**config.mk**
```make
export PLATFORM = sky130hd
export DESIGN_NAME = kernel3x3_sequencer
export DESIGN_NICKNAME = d
export VERILOG_FILES = /design/src/rtl/kernel3x3_sequencer.sv
export SDC_FILE = /design/constraint.sdc
export NUM_CORES = 1
export LEC_CHECK = 0
export ABC_AREA = 0
export BUFFER_PORTS_ARGS = -buffer_cell sky130_fd_sc_hd__buf_4
export CAP_MARGIN = 5
export CORE_MARGIN = 2
export CORE_UTILIZATION = 57
export DETAILED_ROUTE_END_ITERATION = 16
export GPL_TIMING_DRIVEN = 0
export PLACE_DENSITY = 0.79
export SYNTH_ARGS = -nofsm -noshare
export SYNTH_HDL_FRONTEND = slang
export SYNTH_SLANG_ARGS = --single-unit
```
**constraint.sdc**
```tcl
create_clock -name clk -period 2.55 [get_ports clk]
set_clock_uncertainty 0.15 [all_clocks]
set_input_delay 0.255 -clock clk [delete_from_list [all_inputs] [get_ports clk]]
set_output_delay 0.255 -clock clk [all_outputs]
set_load 0.03 [all_outputs]
```
**src/rtl/kernel3x3_sequencer.sv**
```systemverilog
// kernel3x3_sequencer: raster-stream front end for the 3x3 kernel datapath.
// Two line buffers plus a 3x3 window register feed an external combinational
// kernel; its result is captured in an output register stage with valid/ready.
module kernel3x3_sequencer #(
   parameter int IMG_W = 8,
   parameter int IMG_H = 8
) (
   input  logic       clk,
   input  logic       rst_n,
   input  logic       start,
   input  logic [1:0] mode_in,
   output logic       busy,
   output logic       done,
   input  logic       s_valid,
   output logic       s_ready,
   input  logic [3:0] s_pix,
   output logic [1:0] k_mode,
   output logic [3:0] k_p1,
   output logic [3:0] k_p2,
   output logic [3:0] k_p3,
   output logic [3:0] k_p4,
   output logic [3:0] k_p5,
   output logic [3:0] k_p6,
   output logic [3:0] k_p7,
   output logic [3:0] k_p8,
   output logic [3:0] k_p9,
   input  logic [3:0] k_out,
   output logic       m_valid,
   input  logic       m_ready,
   output logic [3:0] m_pix,
   output logic       m_last
);
   localparam int CW = $clog2(IMG_W);
   localparam int RW = $clog2(IMG_H);
   localparam logic [CW-1:0] COL_LAST = CW'(IMG_W - 1);
   localparam logic [RW-1:0] ROW_LAST = RW'(IMG_H - 1);

   typedef enum logic [1:0] {IDLE, STREAM, DRAIN, DONE} state_t;

   state_t          state;
   logic [1:0]      mode_q;
   logic [RW-1:0]   row;
   logic [CW-1:0]   col;
   logic [3:0]      line_a [IMG_W];   // row r-2 at each column
   logic [3:0]      line_b [IMG_W];   // row r-1 at each column
   logic [2:0][3:0] w_top, w_mid, w_bot;  // index 2 is the newest column
   logic            win_valid, win_last;
   logic            accept, s2_load, at_end;

   // Output stage loads when a window is pending and the slot is free or draining.
   assign s2_load = win_valid && (!m_valid || m_ready);
   assign s_ready = (state == STREAM) && (!win_valid || s2_load);
   assign accept  = s_valid && s_ready;
   assign at_end  = (row == ROW_LAST) && (col == COL_LAST);

   assign busy   = (state != IDLE);
   assign done   = (state == DONE);
   assign k_mode = mode_q;
   assign k_p1 = w_top[0];
   assign k_p2 = w_top[1];
   assign k_p3 = w_top[2];
   assign k_p4 = w_mid[0];
   assign k_p5 = w_mid[1];
   assign k_p6 = w_mid[2];
   assign k_p7 = w_bot[0];
   assign k_p8 = w_bot[1];
   assign k_p9 = w_bot[2];

   // Frame control: mode latch, raster counters and state sequencing.
   always_ff @(posedge clk or negedge rst_n) begin
      if (!rst_n) begin
         state  <= IDLE;
         mode_q <= 2'd0;
         row    <= '0;
         col    <= '0;
      end else begin
         case (state)
            IDLE: if (start) begin
               // Mode 3 is undefined in the kernel; fold it onto passthrough.
               mode_q <= (mode_in == 2'd3) ? 2'd2 : mode_in;
               row    <= '0;
               col    <= '0;
               state  <= STREAM;
            end
            STREAM: if (accept) begin
               if (col == COL_LAST) begin
                  col <= '0;
                  row <= row + RW'(1);
               end else begin
                  col <= col + CW'(1);
               end
               if (at_end) state <= DRAIN;
            end
            DRAIN: if (m_valid && m_ready && m_last) state <= DONE;
            DONE:  state <= IDLE;
            default: state <= IDLE;
         endcase
      end
   end

   // Line buffers: each accept pushes the column one row up the history.
   always_ff @(posedge clk) begin
      if (accept) begin
         line_a[col] <= line_b[col];
         line_b[col] <= s_pix;
      end
   end

   // Window shift register and its pending flag (S1).
   always_ff @(posedge clk or negedge rst_n) begin
      if (!rst_n) begin
         w_top     <= '0;
         w_mid     <= '0;
         w_bot     <= '0;
         win_valid <= 1'b0;
         win_last  <= 1'b0;
      end else if (accept) begin
         w_top     <= {line_a[col], w_top[2:1]};
         w_mid     <= {line_b[col], w_mid[2:1]};
         w_bot     <= {s_pix,       w_bot[2:1]};
         // Only windows wholly inside the current frame are flagged.
         win_valid <= (row >= RW'(2)) && (col >= CW'(2));
         win_last  <= at_end;
      end else if (s2_load) begin
         win_valid <= 1'b0;
         win_last  <= 1'b0;
      end
   end

   // Result register (S2): capture kernel output, hold while the sink stalls.
   always_ff @(posedge clk or negedge rst_n) begin
      if (!rst_n) begin
         m_valid <= 1'b0;
         m_pix   <= 4'd0;
         m_last  <= 1'b0;
      end else if (s2_load) begin
         m_valid <= 1'b1;
         m_pix   <= k_out;
         m_last  <= win_last;
      end else if (m_ready) begin
         m_valid <= 1'b0;
         m_last  <= 1'b0;
      end
   end

endmodule

```
==> results_dict.tcl, run 1 <==
set metrics [dict create \
    rows 34 \
    grt-ovfl-total 0 \
    die_h_um 97.5 \
    arrival_ps 2590 \
    vias_per_cell 5.75 \
    violations "negative setup slack" \
    area_delta_synth_final_pct 26.8 \
    final_area_sq_um 6320 \
    ys_seq_elements 118 \
    dp_hpwl_um 7050 \
    cts_tree "yes" \
    multi_input_area_sq_um 1590 \
    post_dp_cell_area_sq_um 5580 \
    cts_buffer_depth 2 \
    synth_top_area_share_pct 38.5 \
    clk_latency_ps 520 \
    drtPass1Iterations 7 \
    pwr-share-clk_pct 28.1 \
    crit_path_max_fanout 10 \
    seq_area_sq_um 3270 \
    end_kind "register" \
    layout-drive-gt1-share_pct 28.6 \
    routabilityCongestion 0.819 \
    drt-initial-drc-count 290 \
    fp.coreArea_sq_um 8590 \
    worstHoldPathType "in -> reg" \
    drv_cap 0 \
    synth_area_sq_um 4990 \
    slew_violations 0 \
    synthCells 379 \
    worst_slew_pin_slew_ps 852 \
    root_buffer "clkbuf_8" \
    period_share_pct 102 \
    leakagePower_nw 2.76 \
    layout.nets 498 \
    peakVddDrop_mv 0.772 \
    antenna_found_initial 0 \
    fmax_mhz 385 \
    drt-total-wl_um 11400 \
    finalPower_mw 7.78 \
    syn_area_per_cell_sq_um 13.2 \
    maxSlewHeadroom_pct 42.9 \
    dp_cells 548 \
    fillCellCount 509 \
    synth_top_flop_cell "edfxtp_1" \
    worstPathRequired_ps 2550 \
    worstSetupStartpointType "register" \
    grt_setup_unrepaired "yes" \
    hold_ws_ps 16.3 \
    p_sw_share_pct 37.7 \
    n_antenna_cell 0 \
    htreeDepth 4 \
    hold_viol 0 \
    path_clk_slew_ps 60 \
    grt_max_degree 55 \
    synth_edf_count 64 \
    outcome "finished, violations left" \
    setup_ws_ps -46.4 \
    syn_nets 404 \
    p_sw_mw 2.93 \
    instances_no_fill 594 \
    ys_seq_area_share_pct 65.6 \
    cts_made_buffers 17 \
    clock_sinks 118 \
    port_buffers 61 \
    grt_use_total_pct 25.5 \
    reg_top3 "line_a: 32 flops, line_b: 32 flops" \
    die_area_sq_um 9510 \
    io_pins 62 \
    critPathKind "reg -> reg" \
    powerDensity_nw_per_um2 1230 \
    ant_nets 0 \
    yosysTopAreaCell "edfxtp_1" \
    start_util_pct 58.0 \
    internal-power_mw 4.85 \
    vias 3417 \
    synth_cell_type_count 50 \
    ys_warn_count 0 \
    grt_pass1_wl_um 18200 \
    power_frac_comb_pct 35.9 \
    layout_min_cycle_time_ps 2600 \
    post_drt_wl_per_cell_um 19.2 \
    seqPwrFrac_pct 36.0 \
    synth.top_cells.by_area "edfxtp_1, dfrtp_1, nand2_1" \
    grt_pass1_vias 3447 \
    synthArstFlopShare_pct 45.8 \
    die_width_um 97.5 \
    setup_viol 8 \
    drc 0 \
]
[path summary, 6_finish.rpt]
check | startpoint | end | slack (ps) | cells past startpoint
setup / recovery | state[1]$_DFFE_PN0P_ | line_a[5][1]$_DFFE_PP_ | -50 | 7
hold / removal | s_valid | state[0]$_DFFE_PN0P_ | 20 | 4
setup reg to reg | state[1]$_DFFE_PN0P_ | line_a[5][1]$_DFFE_PP_ | -50 | 7
hold reg to reg | k_p7[3]$_DFFE_PN0P_ | k_p7[3]$_DFFE_PN0P_ | 340 | 2
max in group asynchronous | rst_n | k_p6[3]$_DFFE_PN0P_ | 1610 | 2
min in group asynchronous | rst_n | k_mode[0]$_DFFE_PN0P_ | 170 | 2
[power groups by stage]
stage          sequential, mW  clock [mW]  combinational (mW)
3_5_place_dp             2.82           0                2.70
2_1_floorplan            3.32           0                1.23
3_3_place_gp             2.80           0                2.63
4_1_cts                  2.80        2.20                2.77
5_1_grt                  2.85        2.31                2.99
6_report                 2.80        2.19                2.79
[per-layer routing]
layer	vias to the layer above	global-route usage, %	wire length [um]
li1	1554	-	-
met1	1663	33.8	4570
met2	182	41.2	5740
met3	18	7.19	941
met4	0	8.55	167
met5	-	0	0
[Yosys cell counts, drive strengths merged, types with 3 or more instances]
cell type	count
a21oi	6
a221oi	7
buf	16
clkbuf	3
dfrtp	54
edfxtp	64
ha	10
inv	8
mux2	12
mux2i	14
mux4	6
nand2	102
nand2b	4
nand3	8
nor2	12
nor2b	3
nor3	7
o21ai	13
o221ai	3
o22a	3
[layout make-up]
cell class	instances	area share, %
plain buffers	19	1.96
clock buffers	21	7.44
clock inverters	11	1.41
inverters	8	0.475
multi-input cells	234	25.2
flip-flops and latches	118	51.8
well taps	108	2.14
repair buffers	75	9.62
[critical path, cell delays in order (launching register included)]
cell and delay [ps]:
dfrtp_1 410, inv_1 90, ha_1 260, and3_1 190, buf_2 180, buf_4 200
nand2_1 180, nor2_2 560
[cells by family (layout without fill, tap and decap cells)]
logic type	after synthesis	count (layout)	share of synthesized area, %
multiplexers	32	32	8.76
AO/OA/AOI/OAI	44	44	6.75
AND/OR/NAND/NOR	148	148	13.3
flip-flops	118	118	65.6
buffers and inverters	27	134	3.09
adder cells (fa/ha/maj)	10	10	2.51
[repair_timing]
item / CTS / global route
buffers inserted: 0 / 1
pin swaps: 0 / 1
resized for setup: 8 / 0
hold buffers: 13 / 0
endpoints found under the setup margin: 56 / 32
endpoints found under the hold margin: 98 / 0
[placed cells by master, fill, tap and decap left out, types with 3 or more instances in the layout]
cell type,Yosys,layout
a21oi_1,6,6
a221oi_1,3,3
a221oi_2,4,4
buf_2,11,11
buf_4,2,63
clkbuf_1,3,4
clkbuf_16,0,17
clkbuf_8,0,3
clkinv_4,0,4
clkinvlp_4,0,3
dfrtp_1,54,54
dlygate4sd3_1,0,13
edfxtp_1,64,64
ha_1,10,10
inv_1,7,7
inv_6,0,3
mux2_2,11,11
mux2i_1,14,14
mux4_1,6,6
nand2_1,102,102
nand2b_1,4,4
nand3_1,8,8
nor2_1,11,8
nor2_2,1,4
nor3_1,7,3
nor3_2,0,3
o21ai_0,12,12
o22a_1,3,3
[metrics by stage]
step / worst slack [ps] / utilization [%] / setup TNS (ps)
6_report: -46.4 / 73.6 / -326
5_1_grt: -128 / 73.6 / -2230
4_1_cts: -21.0 / 73.3 / -137
3_5_place_dp: -590 / 64.9 / -13980
3_3_place_gp: -431 / 64.9 / -10110
2_1_floorplan: 195 / - / 0
(Power assumes the default switching activity.)
==> run 2, diff against run 1 <==
--- a/config.mk
+++ b/config.mk
@@ -8,11 +8,10 @@
 export ABC_AREA = 0
 export BUFFER_PORTS_ARGS = -buffer_cell sky130_fd_sc_hd__buf_4
 export CAP_MARGIN = 5
-export CORE_MARGIN = 2
 export CORE_UTILIZATION = 57
 export DETAILED_ROUTE_END_ITERATION = 16
 export GPL_TIMING_DRIVEN = 0
-export PLACE_DENSITY = 0.79
+export PLACE_DENSITY = 0.84
 export SYNTH_ARGS = -nofsm -noshare
 export SYNTH_HDL_FRONTEND = slang
 export SYNTH_SLANG_ARGS = --single-unit
==> run 2 against run 1 <==
  * The run now ends clean
  * Combinational power rose by 1%
  * Global-route usage rose by 2.0 points
  * Setup slack improved by 210 ps
  * Sequential cell count did not move
  * Sequential power barely moved
  * Final cell count did not move
  * Critical path depth did not move
  * Critical path type is now in -> reg
==> results_dict.tcl, run 2 (synthesis gave the netlist of run 1 again) <==
set metrics [dict create \
    fillCellCount 462 \
    path_clk_slew_ps 60 \
    period_share_pct 93.5 \
    cts_made_buffers 17 \
    dp_cells 546 \
    seq_area_sq_um 3270 \
    critPathKind "in -> reg" \
    r2r_slack_ps 180 \
    rr_worst_depth 6 \
    grt_setup_unrepaired "no" \
    grt_max_degree 55 \
    instances_no_fill 594 \
    cts_buffer_depth 2 \
    clock_sinks 118 \
    reg_top3 "line_a: 32 flops, line_b: 32 flops" \
    grt_pass1_wl_um 18000 \
    area_delta_synth_final_pct 28.7 \
    setup_viol 0 \
    setup_tns_ps 0 \
    die_width_um 95.5 \
    r2r-start "state[1]$_DFFE_PN0P_" \
    crit_end "line_a[6][2]$_DFFE_PP_" \
    post_drt_wl_per_cell_um 20.1 \
    worstPathRequired_ps 2630 \
    ant_nets 0 \
    final_area_sq_um 6420 \
    slew_violations 0 \
    routabilityCongestion 0.849 \
    grt-ovfl-total 0 \
    worst_slew_pin_slew_ps 798 \
    root_buffer "clkbuf_8" \
    antenna_found_initial 0 \
    worstHoldPathType "in -> async" \
    leakagePower_nw 2.81 \
    hold_viol 0 \
    final_cell_mix "nand2_1, buf_4, edfxtp_1" \
    grt_use_total_pct 27.5 \
    worstReg2RegEnd "line_a[6][2]$_DFFE_PP_" \
    layout-drive-gt1-share_pct 28.4 \
    post_dp_cell_area_sq_um 5580 \
    slowest_delay_ps 530 \
    clk_latency_ps 520 \
    die_h_um 95.5 \
    end_kind "register" \
    vias 3515 \
    layout.nets 501 \
    crit_path_max_fanout 10 \
    rows 33 \
    cts_tree "yes" \
    peakVddDrop_mv 0.765 \
    multi_input_area_sq_um 1610 \
    port_buffers 61 \
    arrival_ps 2460 \
    utilization_pct 76.9 \
    start_util_pct 59.8 \
    drc 0 \
    final_common_cell "nand2_1" \
    startpoint "s_valid" \
    outcome "finished, final reports clean" \
    grt_pass1_vias 3565 \
    drtPass1Iterations 7 \
    fp.coreArea_sq_um 8340 \
    maxSlewHeadroom_pct 46.5 \
    drt-total-wl_um 11900 \
    place_ws_ps -295 \
    vias_per_cell 5.92 \
    powerDensity_nw_per_um2 1270 \
    drv_cap 0 \
    layout_min_cycle_time_ps 2380 \
    n_antenna_cell 0 \
    setup_ws_ps 166 \
    drt-initial-drc-count 348 \
    io_pins 62 \
    fmax_mhz 420 \
    die_area_sq_um 9130 \
    hold_ws_ps 164 \
    path_cells "dlygate4sd3_1 > buf_4 > clkbuf_1 > nand3_1 > clkbuf_1 > nor3_2 > buf_4" \
    finalPower_mw 8.17 \
    worstSetupStartpointType "primary input" \
    cp_slowest_cell "dlygate4sd3_1" \
    htreeDepth 4 \
    dp_hpwl_um 6950 \
]
run 2: final cells by class:
type | count | share of cell area (%)
plain buffers | 19 | 1.93
well taps | 105 | 2.05
repair buffers | 78 | 9.67
flip-flops and latches | 118 | 51.0
inverters | 8 | 0.468
clock buffers | 20 | 6.63
clock inverters | 12 | 3.14
multi-input cells | 234 | 25.1
run 2: power by group:
group | total [mW] | switching [mW] | internal (mW)
combinational | 2.83 | 1.82 | 1.02
sequential | 2.80 | 0.280 | 2.52
clock | 2.54 | 0.852 | 1.69
total | 8.17 | 2.95 | 5.22
run 2: timing repair:
item | CTS | global route
pin swaps | 0 | 1
resized for setup | 7 | 5
hold buffers | 14 | 0
setup endpoints to repair | 44 | 27
setup buffers | 0 | 2
endpoints found under the hold margin | 100 | 0
run 2: worst max-delay path, delay by kind of cell:
family / cells / cell delay, ps
buf+inv: 5 / 1560
simple gates: 2 / 650
run 2: worst min-delay path by stage:
stage,start,end,slack (ps)
floorplan,rst_n,col[0]$_DFFE_PN0P_,-190
global placement,rst_n,k_mode[1]$_DFFE_PN0P_,170
detailed placement,rst_n,k_mode[1]$_DFFE_PN0P_,180
CTS,rst_n,k_mode[1]$_DFFE_PN0P_,190
global route,rst_n,k_mode[1]$_DFFE_PN0P_,250
finish,rst_n,k_mode[1]$_DFFE_PN0P_,160
run 2: metal layers:
layer | vias to the layer above | wire (um) | part of all wire [%] | track usage [%]
li1 | 1555 | - | - | -
met1 | 1714 | 4760 | 40 | 32.0
met2 | 215 | 6080 | 51 | 47.9
met3 | 31 | 819 | 6.9 | 7.74
met4 | 0 | 269 | 2.3 | 11.4
met5 | - | 0 | 0 | 0
==> run 3, diff against run 2 <==
--- a/config.mk
+++ b/config.mk
@@ -8,10 +8,13 @@
 export ABC_AREA = 0
 export BUFFER_PORTS_ARGS = -buffer_cell sky130_fd_sc_hd__buf_4
 export CAP_MARGIN = 5
-export CORE_UTILIZATION = 57
+export CELL_PAD_IN_SITES_DETAIL_PLACEMENT = 1
+export CELL_PAD_IN_SITES_GLOBAL_PLACEMENT = 2
+export CORE_UTILIZATION = 40
 export DETAILED_ROUTE_END_ITERATION = 16
 export GPL_TIMING_DRIVEN = 0
 export PLACE_DENSITY = 0.84
+export REMOVE_ABC_BUFFERS = 1
 export SYNTH_ARGS = -nofsm -noshare
 export SYNTH_HDL_FRONTEND = slang
 export SYNTH_SLANG_ARGS = --single-unit
==> run 3 against run 2 <==
  * Setup slack lost 100 ps
  * Total power shrank 3.6%
  * Routed wire length grew 1.5%
  * Register-to-register slack lost 120 ps
  * Global-route usage shrank 6.7 points
==> results_dict.tcl, run 3 (synthesis gave the netlist of run 1 again) <==
set metrics [dict create \
    drt-initial-drc-count 180 \
    outcome "finished, final reports clean" \
    setup_ws_ps 64.7 \
    vias_per_cell 5.20 \
    grt_setup_unrepaired "yes" \
    die_width_um 114 \
    cp_num_cells 5 \
    io_pins 62 \
    final_cell_mix "nand2_1, buf_4, edfxtp_1" \
    vias 3316 \
    dp_hpwl_um 7010 \
    antenna_found_initial 0 \
    cts_tree "yes" \
    htreeDepth 4 \
    cts_buffer_depth 2 \
    hold_ws_ps 21.9 \
    post-cts-setup-buffers 0 \
    path_cells "inv_1 > ha_4 > and3_4 > nand2_1 > nor2_2" \
    drtPass1Iterations 4 \
    cts_made_buffers 17 \
    fmax_mhz 402 \
    die_area_sq_um 12900 \
    grt_max_degree 55 \
    maxSlewHeadroom_pct 52.3 \
    drt-total-wl_um 12100 \
    critPathTopFamily "simple AND/OR/NAND/NOR gates" \
    crit_path_max_fanout 18 \
    final_area_sq_um 6360 \
    root_buffer "clkbuf_16" \
    cp_slowest_cell "nor2_2" \
    layout-drive-gt1-share_pct 27.7 \
    arrival_ps 2380 \
    rows 40 \
    hold_depth 3 \
    met3_usage_pct 5.26 \
    reg_top3 "line_a: 32 flops, line_b: 32 flops" \
    drv_cap 0 \
    final_common_cell "nand2_1" \
    worstPathRequired_ps 2450 \
    worst-path-buf-inv 1 \
    start_util_pct 41.3 \
    area_delta_synth_final_pct 27.6 \
    hold_viol 0 \
    n_antenna_cell 0 \
    worstSetupStartpointType "register" \
    layout.nets 482 \
    path_clk_slew_ps 50 \
    critPathKind "reg -> reg" \
    grt_pass1_vias 3429 \
    slew_violations 0 \
    met2_usage_pct 32.2 \
    grt-ovfl-total 0 \
    leakagePower_nw 2.72 \
    layout_min_cycle_time_ps 2490 \
    end_kind "register" \
    slowest_delay_ps 540 \
    top_usage_layer "met2" \
    grt_use_total_pct 20.8 \
    peakVddDrop_mv 0.460 \
    routabilityCongestion 0.729 \
    period_share_pct 97.5 \
    place_ws_ps -1160 \
    worst_slew_pin_slew_ps 715 \
    drc 0 \
    post_dp_cell_area_sq_um 5560 \
    ant_nets 0 \
    port_buffers 61 \
    rr_worst_depth 5 \
    powerDensity_nw_per_um2 1240 \
    post_drt_wl_per_cell_um 19.0 \
    setup_viol 0 \
    use_met1_pct 27.2 \
    utilization_pct 52.7 \
    fp.coreArea_sq_um 12100 \
    die_h_um 114 \
    worstHoldPathType "in -> reg" \
    clock_sinks 118 \
    clk_latency_ps 420 \
    grt_pass1_wl_um 19300 \
]
[run 3: changes by cell type in the layout (fill, tap and decap cells not counted), moves of 3 or more]
cell / delta
nor3_2: -3
clkinv_4: -3
dfrtp_1: -3
nor2_4: -3
nor3_4: +3
dlygate4sd3_1: -3
clkinv_2: +4
nor2_2: +3
buf_2: -11
[run 3: what timing repair did]
| action | 4_1_cts | 5_1_grt |
|---|---|---|
| cloned | 3 | 0 |
| resized for setup | 18 | 1 |
| endpoints found under the hold margin | 95 | 0 |
| endpoints found under the setup margin | 85 | 17 |
| hold buffers | 11 | 0 |
| pin swaps | 2 | 0 |
[run 3: power breakdown]
part / total [mW] / switching (mW) / internal (mW)
sequential: 2.93 / 0.405 / 2.52
combinational: 2.58 / 1.62 / 0.956
clock: 2.36 / 0.814 / 1.55
total: 7.87 / 2.84 / 5.03
[run 3: layer usage]
metal / routed length (um) / vias to the layer above
met3: 517 / 20
met5: 0 / -
met4: 240 / 0
li1: - / 1533
met1: 5520 / 1678
met2: 5830 / 85
[run 3: worst paths after layout]
path | startpoint | end | slack [ps]
setup / recovery | state[1]$_DFFE_PN0P_ | line_b[7][2]$_DFFE_PP_ | 60
hold reg to reg | k_p1[0]$_DFFE_PN0P_ | k_p1[0]$_DFFE_PN0P_ | 320
setup reg to reg | state[1]$_DFFE_PN0P_ | line_b[7][2]$_DFFE_PP_ | 60
min in group asynchronous | rst_n | state[0]$_DFFE_PN0P_ | 270
hold / removal | m_ready | m_valid$_DFFE_PN0P_ | 20
max in group asynchronous | rst_n | col[0]$_DFFE_PN0P_ | 1430
[run 3: through the flow]
step / power [mW] / instances / TNS, ps
6_report: 7.87 / 638 / 0
5_1_grt: 8.26 / 638 / -571
4_1_cts: 7.94 / 638 / 0
3_5_place_dp: 5.43 / 592 / -55720
3_3_place_gp: 5.32 / 589 / -122580
2_1_floorplan: 4.45 / 360 / -20970
[run 3: area by class of cell]
cell class,count,area [sq um]
timing repair buffer,75,591
fill,1206,5700
clock inverter,10,128
inverter,8,30.0
multi-input combinational,237,1670
tap,168,210
clock buffer,22,454
sequential,118,3280
[run 3: worst reg2reg max path, cell delays in order, from the launching register on]
cell and delay (ps):
dfrtp_1 420, inv_1 130, ha_4 290, and3_4 370, nand2_1 220, nor2_2 540
